$ cat src/rtl/long_op_scoreboard.sv
// Pending-register scoreboard for long-latency ops that complete outside the normal writeback.
// Define SCOREBOARD_BYPASS_EN to let a same-cycle completion clear hazards immediately.
module long_op_scoreboard #(
   parameter int MAX_INFLIGHT = 2,
   localparam int CW = $clog2(MAX_INFLIGHT + 1)
) (
   input  logic          clk,
   input  logic          rst,
   input  logic          IssueD,
   input  logic [4:0]    RdD,
   input  logic [4:0]    Rs1D,
   input  logic [4:0]    Rs2D,
   input  logic          UseRs1D,
   input  logic          UseRs2D,
   input  logic          FlushD,
   input  logic          DoneW,
   input  logic [4:0]    DoneRd,
   output logic          StallF,
   output logic          StallD,
   output logic [31:0]   Pending,
   output logic [CW-1:0] InFlight,
   output logic          Full,
   output logic          Err
);

   logic [31:0]   pendingReg;
   logic [31:0]   pendingNext;
   logic [CW-1:0] inFlightReg;
   logic [CW-1:0] inFlightNext;
   logic          errReg;

   logic clr1, clr2, clrd;
   logic hit1, hit2, waw, cap, stall, accept, isFull;

`ifdef SCOREBOARD_BYPASS_EN
   assign clr1 = DoneW & (DoneRd == Rs1D);
   assign clr2 = DoneW & (DoneRd == Rs2D);
   assign clrd = DoneW & (DoneRd == RdD);
`else
   assign clr1 = 1'b0;
   assign clr2 = 1'b0;
   assign clrd = 1'b0;
`endif

   assign isFull = (inFlightReg == CW'(MAX_INFLIGHT));

   assign hit1   = UseRs1D & (Rs1D != 5'd0) & pendingReg[Rs1D] & ~clr1;
   assign hit2   = UseRs2D & (Rs2D != 5'd0) & pendingReg[Rs2D] & ~clr2;
   assign waw    = IssueD & (RdD != 5'd0) & pendingReg[RdD] & ~clrd;
   // A completion in the same cycle frees the slot the new issue needs.
   assign cap    = IssueD & isFull & ~DoneW;
   assign stall  = (hit1 | hit2 | waw | cap) & ~FlushD;
   assign accept = IssueD & ~stall & ~FlushD;

   // Set is applied after clear so an issue to the completing register keeps its bit.
   assign pendingNext[0] = 1'b0;
   generate
      for (genvar gi = 1; gi < 32; gi++) begin : gPend
         logic setBit, clrBit;
         assign setBit = accept & (RdD == 5'(gi));
         assign clrBit = DoneW & (DoneRd == 5'(gi));
         assign pendingNext[gi] = setBit | (pendingReg[gi] & ~clrBit);
      end
   endgenerate

   always_comb begin
      inFlightNext = inFlightReg;
      if (accept && !DoneW) begin
         inFlightNext = inFlightReg + CW'(1);
      end else if (!accept && DoneW && inFlightReg != '0) begin
         inFlightNext = inFlightReg - CW'(1);
      end
   end

   always_ff @(posedge clk) begin
      if (rst) begin
         pendingReg  <= '0;
         inFlightReg <= '0;
         errReg      <= 1'b0;
      end else begin
         pendingReg  <= pendingNext;
         inFlightReg <= inFlightNext;
         if (DoneW && inFlightReg == '0) begin
            errReg <= 1'b1;
         end
      end
   end

   assign StallF   = stall;
   assign StallD   = stall;
   assign Pending  = pendingReg;
   assign InFlight = inFlightReg;
   assign Full     = isFull;
   assign Err      = errReg;

endmodule
$ cat config.mk
export PLATFORM = sky130hd
export DESIGN_NAME = long_op_scoreboard
export DESIGN_NICKNAME = d
export VERILOG_FILES = /design/src/rtl/long_op_scoreboard.sv
export SDC_FILE = /design/constraint.sdc
export NUM_CORES = 1
export LEC_CHECK = 0
export CAP_MARGIN = 0
export CORE_ASPECT_RATIO = 1.25
export CORE_UTILIZATION = 38
export DETAILED_ROUTE_END_ITERATION = 7
export PLACE_DENSITY_LB_ADDON = 0.12
export SLEW_MARGIN = 20
export SYNTH_ARGS = -nofsm -noshare
export SYNTH_HDL_FRONTEND = slang
export SYNTH_SLANG_ARGS = --single-unit
$ cat constraint.sdc
create_clock -name clk -period 6.55 [get_ports clk]
set_clock_uncertainty 0.1 [all_clocks]
set_input_delay 0.655 -clock clk [delete_from_list [all_inputs] [get_ports clk]]
set_output_delay 0.655 -clock clk [all_outputs]
set_load 0.01 [all_outputs]
==> results.md <==
- CTS max path bufs: 2
- Total CTS buffers: 5
- Pwr Total: 0.4540 mW
- First-pass GRT wire length: 12.45 mm
- Max cap viols: 0
- Initial cell density of the core: 0.3933
- Post-synth ARST share: 0
- Gr usage total: 0.2465
- Final WL: 7.916 mm
- Initial antenna violation count: 0
- Cell repeated most along the worst path: clkdlybuf4s50_1
- Core area: 0.006166 sq mm
- RSZ-0062 raised after global routing: no
- Main flop type after synthesis: dfxtp_1
- Max IR drop VDD: 0.08691 mV
- Area grow syn2layout: 29.67%
- Reg2Reg Depth: 7
- Status: complete, no violations
- Port Buf Inserts: 63
- Vias in the first global route: 2226
- Largest area contributor in the netlist: dfxtp_1
- Global placement routability congestion: 0.8267
- Antenna cell count: 0
- Crit path time final: 4.273 ns
- R2R setup slack: 3.49 ns
- Int Pwr: 0.3298 mW
- Final Cycle Share: 0.6524
- Crit-path cells: clkdlybuf4s50_1, mux4_2, mux2_2, nand2_1, o211ai_1, a32oi_2, a21oi_1, clkdlybuf4s50_1
- Routed Antenna Nets: 0
- CTS Hold Bufs: 0
- Share of layout cells above drive strength 1: 0.1447
- Path type of the worst min-delay path: reg -> reg
- Unique masters post-synth: 47
- Clk root buf: clkbuf_8
- Critical Path Slowest Stage Cell: clkdlybuf4s50_1
- DIE WIDTH: 73.45 um
- Slew headroom: 0.3926
- Final core utilization: 0.5099
- Post-CTS repair timing setup buffer count: 0
- Initial DRC Count: 167
- Die ar.: 0.006707 sq mm
- Power share of the sequential group: 0.464
- NetSw: 0.1242 mW
- Via count: 2432
- Syn Area/Cell: 9.220 sq um
- Syn Inst Count: 263
- Remaining DRCs: 0
- Drt first pass iters: 4
- Pwr Density: 144.4 mW/mm^2
- Die height: 91.31 um
- Number of I/O pins: 65
- R2R Path End: Pending[30]
- CP arrival: 3.52 ns
- Layout Cells excl Fill: 396
- TritonCTS clock tree: built
- Synth Net Count: 290
- Yosys warns: 0
- Clk Latency, worst-skew pair: 0.29 ns
- Nets@finish: 337
- Top-count cell post-synth: dfxtp_1
- Via-per-instance ratio: 6.141
- Clock-pin slew on the worst setup and hold paths: 0.07 ns
- Row count: 32
- Share of the synthesized area in the top cell type: 0.2807
- Final Hold Viols: 0
- CTS H-Tree Depth: 2
- Most common library cells after synthesis: dfxtp_1, nand2_1, nand3_1, o31ai_1, mux4_2
- Least-Margin Pin Slew: 0.9055 ns
- Max Freq: 234.0 MHz
- Final setup violation count: 0
- Max Transition Viols Final: 0
- Delay of the slowest cell on the worst path: 0.86 ns
- Crit. End Element: output port
- Post-Syn Area: 0.002425 sq mm
- LEAKAGE: 1.019 nW
- Min-delay src: Err
- Comb pwr share: 0.183
- Setup TNS: 0 ns
- Post-Place Cells: 388
- Worst Hold End: Err
- Worst-path maximum fanout: 14
- Critical path data required time: 5.79 ns
- Sw frac: 0.2735
- Post-CTS Resized: 0
- Num Clock Sinks: 34
- Clock power share: 0.353
- Maximum number of pins on one net before global-route repair: 35
- WS Path Type: in -> out
- HPWL after DPL: 5.878 mm
- Post-synth EDFFs: 0
- Filler cells: 618
- CP startpoint kind: primary input
- Reg2Reg Launch Point: Pending[30]
- Wire per inst: 19.99 um
- Hold depth: 2
- Synth top area cells: dfxtp_1, mux4_2, mux2i_1
- Post-synthesis sequential area ratio: 0.2807
- Overflow left after global routing: 0
- Seq cells post-synth: 34
==> power groups by stage <==
| stage | combinational [mW] | clock, mW | sequential, mW |
|---|---|---|---|
| final | 0.0829 | 0.160 | 0.211 |
| after global routing | 0.0891 | 0.171 | 0.211 |
| after CTS | 0.0831 | 0.162 | 0.211 |
| after detailed placement | 0.0826 | 0 | 0.215 |
| after global placement | 0.0825 | 0 | 0.215 |
| after floorplan | 0.0490 | 0 | 0.215 |
==> layer usage <==
layer,track usage,up-vias,routed length (um)
met4,0.09135,0,206
li1,-,1124,-
met2,0.4037,85,3974
met3,0.02664,18,476
met5,0,-,0
met1,0.3287,1205,3259
==> worst max path at each step <==
stage | from | endpoint | slack [ns]
4_1_cts | RdD[0] | StallF | 2.25
6_report | RdD[0] | StallF | 2.28
3_3_place_gp | RdD[0] | Pending[13] | 2.26
3_5_place_dp | RdD[0] | Pending[30] | 2.24
2_1_floorplan | RdD[3] | StallF | 3.48
5_1_grt | RdD[0] | StallF | 2.11
==> worst max-delay path: cells and delay by family <==
family / cells / cell delay (ns)
buf+inv: 2 / 1.35
mux: 2 / 0.85
compound gates: 3 / 0.59
simple gates: 1 / 0.06
==> stage by stage <==
stage          setup WS [ns]  area (sq um)  hold slack, ns
4_1_cts                2.254          3144          0.3915
2_1_floorplan          3.475          2425          0.4029
5_1_grt                2.107          3144          0.4243
3_5_place_dp           2.237          3053          0.3701
6_report               2.277          3144          0.3799
3_3_place_gp           2.257          3053          0.3594
==> registers in the layout, summed over array words and instances, names as in the netlist <==
register / flops
Err: 1
Pending: 31
InFlight: 2
==> logic make-up after synthesis <==
kind of cell,synth area share
and+or+nand+nor,0.1987
buffers and inverters,0.05108
muxes,0.2389
other,0.001547
AOI/OAI and AO/OA,0.2291
DFF,0.2807
==> cells in the final DEF, fill, tap and decap left out, types with 2 or more instances in the layout <==
| cell | instances |
|---|---|
| a221oi_1 | 2 |
| nor2b_1 | 8 |
| o21ai_1 | 3 |
| o311ai_0 | 5 |
| nor2_1 | 12 |
| mux2_2 | 5 |
| clkinv_1 | 2 |
| inv_1 | 2 |
| mux2i_1 | 14 |
| o21ai_2 | 8 |
| dfxtp_1 | 34 |
| o21ai_0 | 8 |
| clkdlybuf4s50_1 | 63 |
| nor3b_1 | 4 |
| nand4_1 | 2 |
| a21oi_1 | 3 |
| or3_1 | 2 |
| nand3_1 | 23 |
| o221a_2 | 2 |
| nand2b_1 | 4 |
| mux4_2 | 17 |
| nand2_1 | 23 |
| o31ai_1 | 18 |
| o211ai_1 | 13 |
| clkbuf_8 | 6 |
| nor3_1 | 3 |
| o31a_1 | 2 |
| nand4b_1 | 3 |
==> area by class of cell <==
type / count / area (sq um) / area share
Clock buffer: 7 / 86.33 / 0.02746
Clock inverter: 1 / 5.005 / 0.001592
Inverter: 4 / 15.01 / 0.004775
Multi-Input combinational cell: 202 / 1620 / 0.5153
Sequential cell: 34 / 680.7 / 0.2165
Tap cell: 85 / 106.4 / 0.03382
Timing Repair Buffer: 63 / 630.6 / 0.2006
Note: power is estimated with default switching activity, not from simulation.
